==> config.mk <==
export PLATFORM = sky130hd
export DESIGN_NAME = screen_sweep_datapath
export DESIGN_NICKNAME = d
export VERILOG_FILES = /design/src/rtl/screen_sweep_datapath.sv
export SDC_FILE = /design/constraint.sdc
export NUM_CORES = 1
export LEC_CHECK = 0
export BUFFER_PORTS_ARGS = -buffer_cell sky130_fd_sc_hd__buf_2
export CAP_MARGIN = 20
export CORE_MARGIN = 10
export CORE_UTILIZATION = 53
export CTS_CLUSTER_DIAMETER = 100
export CTS_CLUSTER_SIZE = 12
export DETAILED_ROUTE_END_ITERATION = 10
export GPL_TIMING_DRIVEN = 0
export PLACE_DENSITY_LB_ADDON = 0.08
export RECOVER_POWER = 100
export SLEW_MARGIN = 20
export SYNTH_ARGS = -nofsm -noshare
export SYNTH_HDL_FRONTEND = slang
export SYNTH_SLANG_ARGS = --single-unit
==> constraint.sdc <==
create_clock -name clock -period 2.45 [get_ports clock]
set_input_delay 0.735 -clock clock [delete_from_list [all_inputs] [get_ports clock]]
set_output_delay 0.735 -clock clock [all_outputs]
set_load 0.01 [all_outputs]
==> src/rtl/screen_sweep_datapath.sv <==
// Screen-clear datapath: x/y sweep counters, pixel colour select and a one-register VGA output stage (1 cycle latency).
// No backpressure: plot requests while xdone/ydone is high are dropped, and pixel_count saturates instead of wrapping.
module screen_sweep_datapath #(
    parameter int WIDTH  = 160,
    parameter int HEIGHT = 120
) (
    input  logic        clock,
    input  logic        resetb,
    input  logic        initx,
    input  logic        inity,
    input  logic        loadx,
    input  logic        loady,
    input  logic        plot,
    input  logic        colour_mode,
    input  logic [2:0]  fill_colour,
    output logic        xdone,
    output logic        ydone,
    output logic [7:0]  vga_x,
    output logic [6:0]  vga_y,
    output logic [2:0]  vga_colour,
    output logic        vga_plot,
    output logic [14:0] pixel_count,
    output logic        frame_done
);

    localparam logic [7:0]  X_END   = 8'(WIDTH);
    localparam logic [6:0]  Y_END   = 7'(HEIGHT);
    localparam logic [14:0] CNT_MAX = 15'h7FFF;

    logic [7:0]  r_x;
    logic [6:0]  r_y;
    logic [7:0]  r_vga_x;
    logic [6:0]  r_vga_y;
    logic [2:0]  r_vga_colour;
    logic        r_vga_plot;
    logic [14:0] r_pixel_count;
    logic        r_frame_done;

    logic        w_xdone;
    logic        w_ydone;
    logic        w_pixel_valid;
    logic        w_sweep_start;
    logic [2:0]  w_colour;

    assign w_xdone       = (r_x == X_END);
    assign w_ydone       = (r_y == Y_END);
    assign w_pixel_valid = plot & ~w_xdone & ~w_ydone;
    assign w_sweep_start = loadx & loady & initx & inity;
    assign w_colour      = colour_mode ? (r_x[2:0] ^ r_y[2:0]) : fill_colour;

    // Counters wrap freely; the controlling FSM stops at the one-past-last values.
    always_ff @(posedge clock or negedge resetb) begin
        if (!resetb) begin
            r_x <= '0;
            r_y <= '0;
        end else begin
            if (loadx) r_x <= initx ? 8'd0 : r_x + 8'd1;
            if (loady) r_y <= inity ? 7'd0 : r_y + 7'd1;
        end
    end

    always_ff @(posedge clock or negedge resetb) begin
        if (!resetb) begin
            r_vga_x      <= '0;
            r_vga_y      <= '0;
            r_vga_colour <= '0;
            r_vga_plot   <= 1'b0;
        end else begin
            r_vga_x      <= r_x;
            r_vga_y      <= r_y;
            r_vga_colour <= w_colour;
            r_vga_plot   <= w_pixel_valid;
        end
    end

    // A sweep start clears the statistics even if a pixel is plotted on the same edge.
    always_ff @(posedge clock or negedge resetb) begin
        if (!resetb) begin
            r_pixel_count <= '0;
            r_frame_done  <= 1'b0;
        end else if (w_sweep_start) begin
            r_pixel_count <= '0;
            r_frame_done  <= 1'b0;
        end else begin
            if (w_pixel_valid && r_pixel_count != CNT_MAX)
                r_pixel_count <= r_pixel_count + 15'd1;
            if (w_xdone)
                r_frame_done <= 1'b1;
        end
    end

    assign xdone       = w_xdone;
    assign ydone       = w_ydone;
    assign vga_x       = r_vga_x;
    assign vga_y       = r_vga_y;
    assign vga_colour  = r_vga_colour;
    assign vga_plot    = r_vga_plot;
    assign pixel_count = r_pixel_count;
    assign frame_done  = r_frame_done;

endmodule

### After elaboration in Yosys (flattened, before gate mapping)

Index checks and enable logic that the tools add are counted.

* $add $sub $neg: 3
* multiply operators: 0
* div/mod/pow operators: 0
* magnitude comparators: 0
* equal/unequal tests: 3
* shifts and indexed selects: 0
* multiplexer cells: 7
* bitwise gates (word level): 8
* reductions and logical operators: 3

Operators with widths (number)
* 15-bit two-way mux: 2
* 15-bit by 1-bit adder with 15-bit output (second input constant): 1
* 15-bit != test (second input constant): 1
* 8-bit by 1-bit adder with 8-bit output (second input constant): 1
* 8-bit equality test (second input constant): 1
* 8-bit two-way mux: 1
* 7-bit by 1-bit adder with 7-bit output (second input constant): 1
* 7-bit equality test (second input constant): 1
* 7-bit two-way mux: 1
* 1-bit AND: 5
* 2-bit nonzero test: 2
* 3-bit two-way mux: 1
* 3-bit XOR: 1
* 1-bit two-way mux: 2
* 1-bit inverter: 2
* 1-bit logical AND: 1

* bits in registers: 50
* bits in latches: 0
* bits in writable memories: 0
* ROM bits: 0
* bits of input ports: 11
* output and inout port bits: 37
* word-level logic and storage cells: 32
* memories: 0

### Depth between registers and ports, before layout

* depth after elaboration: 7
* gate-level depth with buffers: 8
* depth with buffers taken out: 7

### Worst setup path before layout

Ideal clock, no wire load.

* path type: register to register
* from: register r_y[0]
* to: register r_pixel_count[13], in the netlist pixel_count[13]
* library setup time: 0.078 ns
* arrival time: 1.941 ns
* required time: 2.372 ns
* slack: 0.431 ns
* stages on the path, launching flop included: 8
* path buffers: 0
* clock period less this slack: 2.019 ns
* cells stage by stage: dfrtp_1 -> inv_1 -> ha_1 -> and2_1 -> a211o_1 -> a2111o_1 -> or3_1 -> a21oi_1

* word-level cells in the longest chain between the ends: 5

RTL lines
* start: declaration: line 31 `logic [6:0] r_y;`
* start signal: assignment: line 58 `if (loady) r_y <= inity ? 7'd0 : r_y + 7'd1;`
* 7-bit equality test: line 46 `assign w_ydone = (r_y == Y_END);`
* 1-bit inverter: line 47 `assign w_pixel_valid = plot & ~w_xdone & ~w_ydone;`
* 1-bit AND: line 47
* 1-bit logical AND: line 85 `if (w_pixel_valid && r_pixel_count != CNT_MAX)`
* 2-bit nonzero test (no source line)
* end signal: assignment: line 86 `r_pixel_count <= r_pixel_count + 15'd1;`
* end: declaration: line 36 `logic [14:0] r_pixel_count;`

No other way between the ends.
A chain may end at the register's enable or synchronous reset.

### Final worst setup path

* from: register r_y[1]
* to: output port ydone

* word-level cells in the longest chain between the ends: 1

RTL lines
* 7-bit equality test: line 46
* end: declaration: line 17 `output logic ydone,`

No other way between the ends.

==> reports/results.tsv <==
stage	metric	value	unit
outcome	outcome	finished, final reports clean	
global_routing	initial antenna violation count	0	
clock_network	Clock Root Buffer	clkbuf_8	
critical_path	Setup CP Type	flip-flop to output port	
sta	Worst Tran Pin Value	1.19	ns
clock_network	CTS Hold Buffers Added	0	
yosys	post-synth top area share	56.0	%
floorplanning	Initial Util	55.4	%
layout	layout net count	286	
sta	post-route setup slack	0.145	ns
layout	most common cell after layout, fill and taps aside	dfrtp_1	
detailed_routing	via/cell ratio	5.56	
clock_network	CTS Sinks	50	
global_routing	first-pass GRT wire length	8250	um
clock_network	# Post-CTS Setup Buffers	0	
detailed_routing	WL per Instance	15.3	um
sta	Final Skew	0.0102	ns
clock_network	clock-pin transition on the worst setup and hold timing paths	0.10	ns
sta	Max Freq	434	MHz
clock_network	PostCTS Resize Cnt	0	
placement	RD Place Congestion	0.804	
critical_path	Arr. time, crit path	1.57	ns
sta	headroom to the max-slew limit	20.5	%
global_routing	largest net degree at the start of global routing	51	
critical_path	Worst setup SP type	flip-flop	
yosys	Yosys reg bits	50	
critical_path	CP top delay family	flip-flops	
yosys	library cells used by synthesis	40	
yosys	Syn Std Cell Area	2230	sq um
critical_path	maximum fanout along the worst path	5	
clock_network	Max Root-Sink Buffers	2	
placement	dpl ws	0.188	ns
detailed_routing	via count	1786	
floorplanning	core area	4030	sq um
layout	synth-to-layout area growth	15.7	%
clock_network	Clk Latency, worst-skew pair	0.30	ns
yosys	Synth area leaders	dfrtp_1 (56%), a21oi_1 (4.7%), nor2_1 (3.2%), xnor2_1 (3.1%), ha_1 (2.8%)	
clock_network	CTS Buf Count	5	
critical_path	slowest stage delay, CP	0.47	ns
critical_path	Critical Path Sink Type	output port	
sta	Final period util	94.1	%
floorplanning	# IOs	48	
min_path	worst hold-check path type	flip-flop to flip-flop	
critical_path	worst path required time	1.71	ns
yosys	cell taking the most area after synthesis	dfrtp_1	
detailed_routing	Pre-antenna DRT Iters	4	
layout	layout cell share with drive strength beyond 1	8.49	%
sta	Hold Vio Cnt, Final	0	
sta	Hold Worst Slack	0.396	ns
yosys	Syn Inst Count	218	
critical_path	Bufs and invs on worst path	2	
layout	# fillers	359	
layout	# diodes	0	
job	Max-Cap Viols	0	
detailed_routing	# DRC	0	
layout	most frequent cells in the layout	dfrtp_1 (50), clkbuf_1 (45), a21oi_1 (21)	
sta	RSZ-0062 raised after global routing	no	
sta	setup_tns	0	ns
critical_path	worst-path cell chain	inv_1 -> ha_1 -> and2_0 -> and2_2 -> clkbuf_2	
yosys	sequential area share after synthesis	56.0	%
placement	Detailed Place HPWL	3510	um
clock_network	CTS tree	built	
layout	multi-input logic area	892	sq um
power_and_ir_drop	Leakage	1.09	nW
global_routing	vias in the first global route	1694	
yosys	syn_area_per_cell	10.2	sq um
global_routing	Tot GR Track Use	13.6	%
sta	setup violators final	0	
detailed_routing	final WL	4910	um
floorplanning	Die H	84.9	um
floorplanning	chip width	84.9	um
yosys	Post-Syn Nets	234	
layout	sequential cell area	1250	sq um
detailed_routing	drt initial violations	151	
power_and_ir_drop	Power Dens Cells	780	nW/um^2
floorplanning	Placement Rows	23	
yosys	number of warning messages in the yosys log	0	
power_and_ir_drop	Worst VDD drop	0.503	mV
detailed_routing	Antenna Nets Post-Route	0	
floorplanning	die area	7210	sq um
clock_network	H-Tree Depth	2	
global_routing	grt ovf	0	
sta	crit path time final	2.31	ns
layout	Layout Utilization	64.1	%
sta	count of pins over their slew limit	0	
placement	# port buffers	45	
critical_path	Worst path slowest cell	dfrtp_1	
worst paths after layout:
| kind | from | endpoint | slack [ns] | depth (start not counted) |
|---|---|---|---|---|
| setup / recovery | r_y[1] | ydone | 0.14 | 5 |
| hold / removal | r_y[2] | vga_y[2] | 0.40 | 0 |
| setup reg to reg | r_y[1] | pixel_count[13] | 0.22 | 7 |
| hold reg to reg | r_y[2] | vga_y[2] | 0.40 | 0 |
| max in group asynchronous | resetb | r_y[3] | 1.07 | 1 |
| min in group asynchronous | resetb | pixel_count[4] | 0.66 | 1 |
registers in the layout, indices dropped and copies added, names as in the netlist:
signal,cells
pixel_count,15
vga_y,7
vga_x,8
vga_plot,1
r_y,7
r_x,8
vga_colour,3
frame_done,1
layout make-up:
class	instances	share of cell area, %
flip-flops and latches	50	48.4
clock buffers	5	2.66
multi-input cells	146	34.5
plain buffers	8	1.16
repair buffers	45	6.92
inverters	14	2.03
well taps	50	2.42
clock inverters	3	1.84
stage by stage:
stage | total power [mW] | cells | instance area (sq um)
floorplan | 1.30 | 218 | 2230
global placement | 1.46 | 313 | 2520
detailed placement | 1.47 | 313 | 2520
CTS | 2.06 | 321 | 2640
global route | 2.14 | 321 | 2580
finish | 2.02 | 321 | 2580
power breakdown:
| part | internal (mW) | switching [mW] |
|---|---|---|
| Clock | 0.310 | 0.284 |
| Sequential | 0.939 | 0.121 |
| Combinational | 0.144 | 0.217 |
kinds of logic after synthesis:
kind of cell / count (synthesis) / synth area share [%]
flip-flops: 50 / 56.0
XOR/XNOR: 9 / 3.53
AO/OA/AOI/OAI: 49 / 13.1
multiplexers: 3 / 1.40
adder cells (fa/ha/maj): 5 / 2.80
buffers and inverters: 22 / 4.03
AND/OR/NAND/NOR: 80 / 19.1
cell usage after synthesis (all sizes together):
master / n
a21boi: 1
a211o: 1
mux2i: 2
a31oi: 3
a31o: 2
nand3: 12
or4: 2
clkbuf: 7
and2: 2
nor2: 19
nor4: 1
and3: 3
o31ai: 1
nand4: 8
nand4b: 1
and4: 1
o21ai: 9
ha: 5
a21oi: 21
o221a: 1
nor3: 3
nand3b: 3
or3: 4
a2111o: 1
nand2b: 1
nor2b: 1
o21a: 1
or2: 1
and4b: 1
xor2: 1
xnor2: 8
mux2: 1
a311oi: 1
inv: 14
dfrtp: 50
nand2: 13
o22ai: 7
buf: 1
nor3b: 4
worst register-to-register path: stages, from the launching register on:
cell and delay, ns:
dfrtp_1 0.47, inv_1 0.11, ha_1 0.19, and2_0 0.19, a211o_1 0.27, a2111o_1 0.47, or3_1 0.33, a21oi_1 0.14
layer usage:
layer  global-route usage, %  part of all wire, %  vias up
met5                       0                    0        -
met4                    4.04                 0.39        0
met3                    5.45                  8.1        2
met2                    21.1                   47       62
met1                    17.1                   45      842
li1                        -                    -      880
Power figures use the tool's default switching activity.
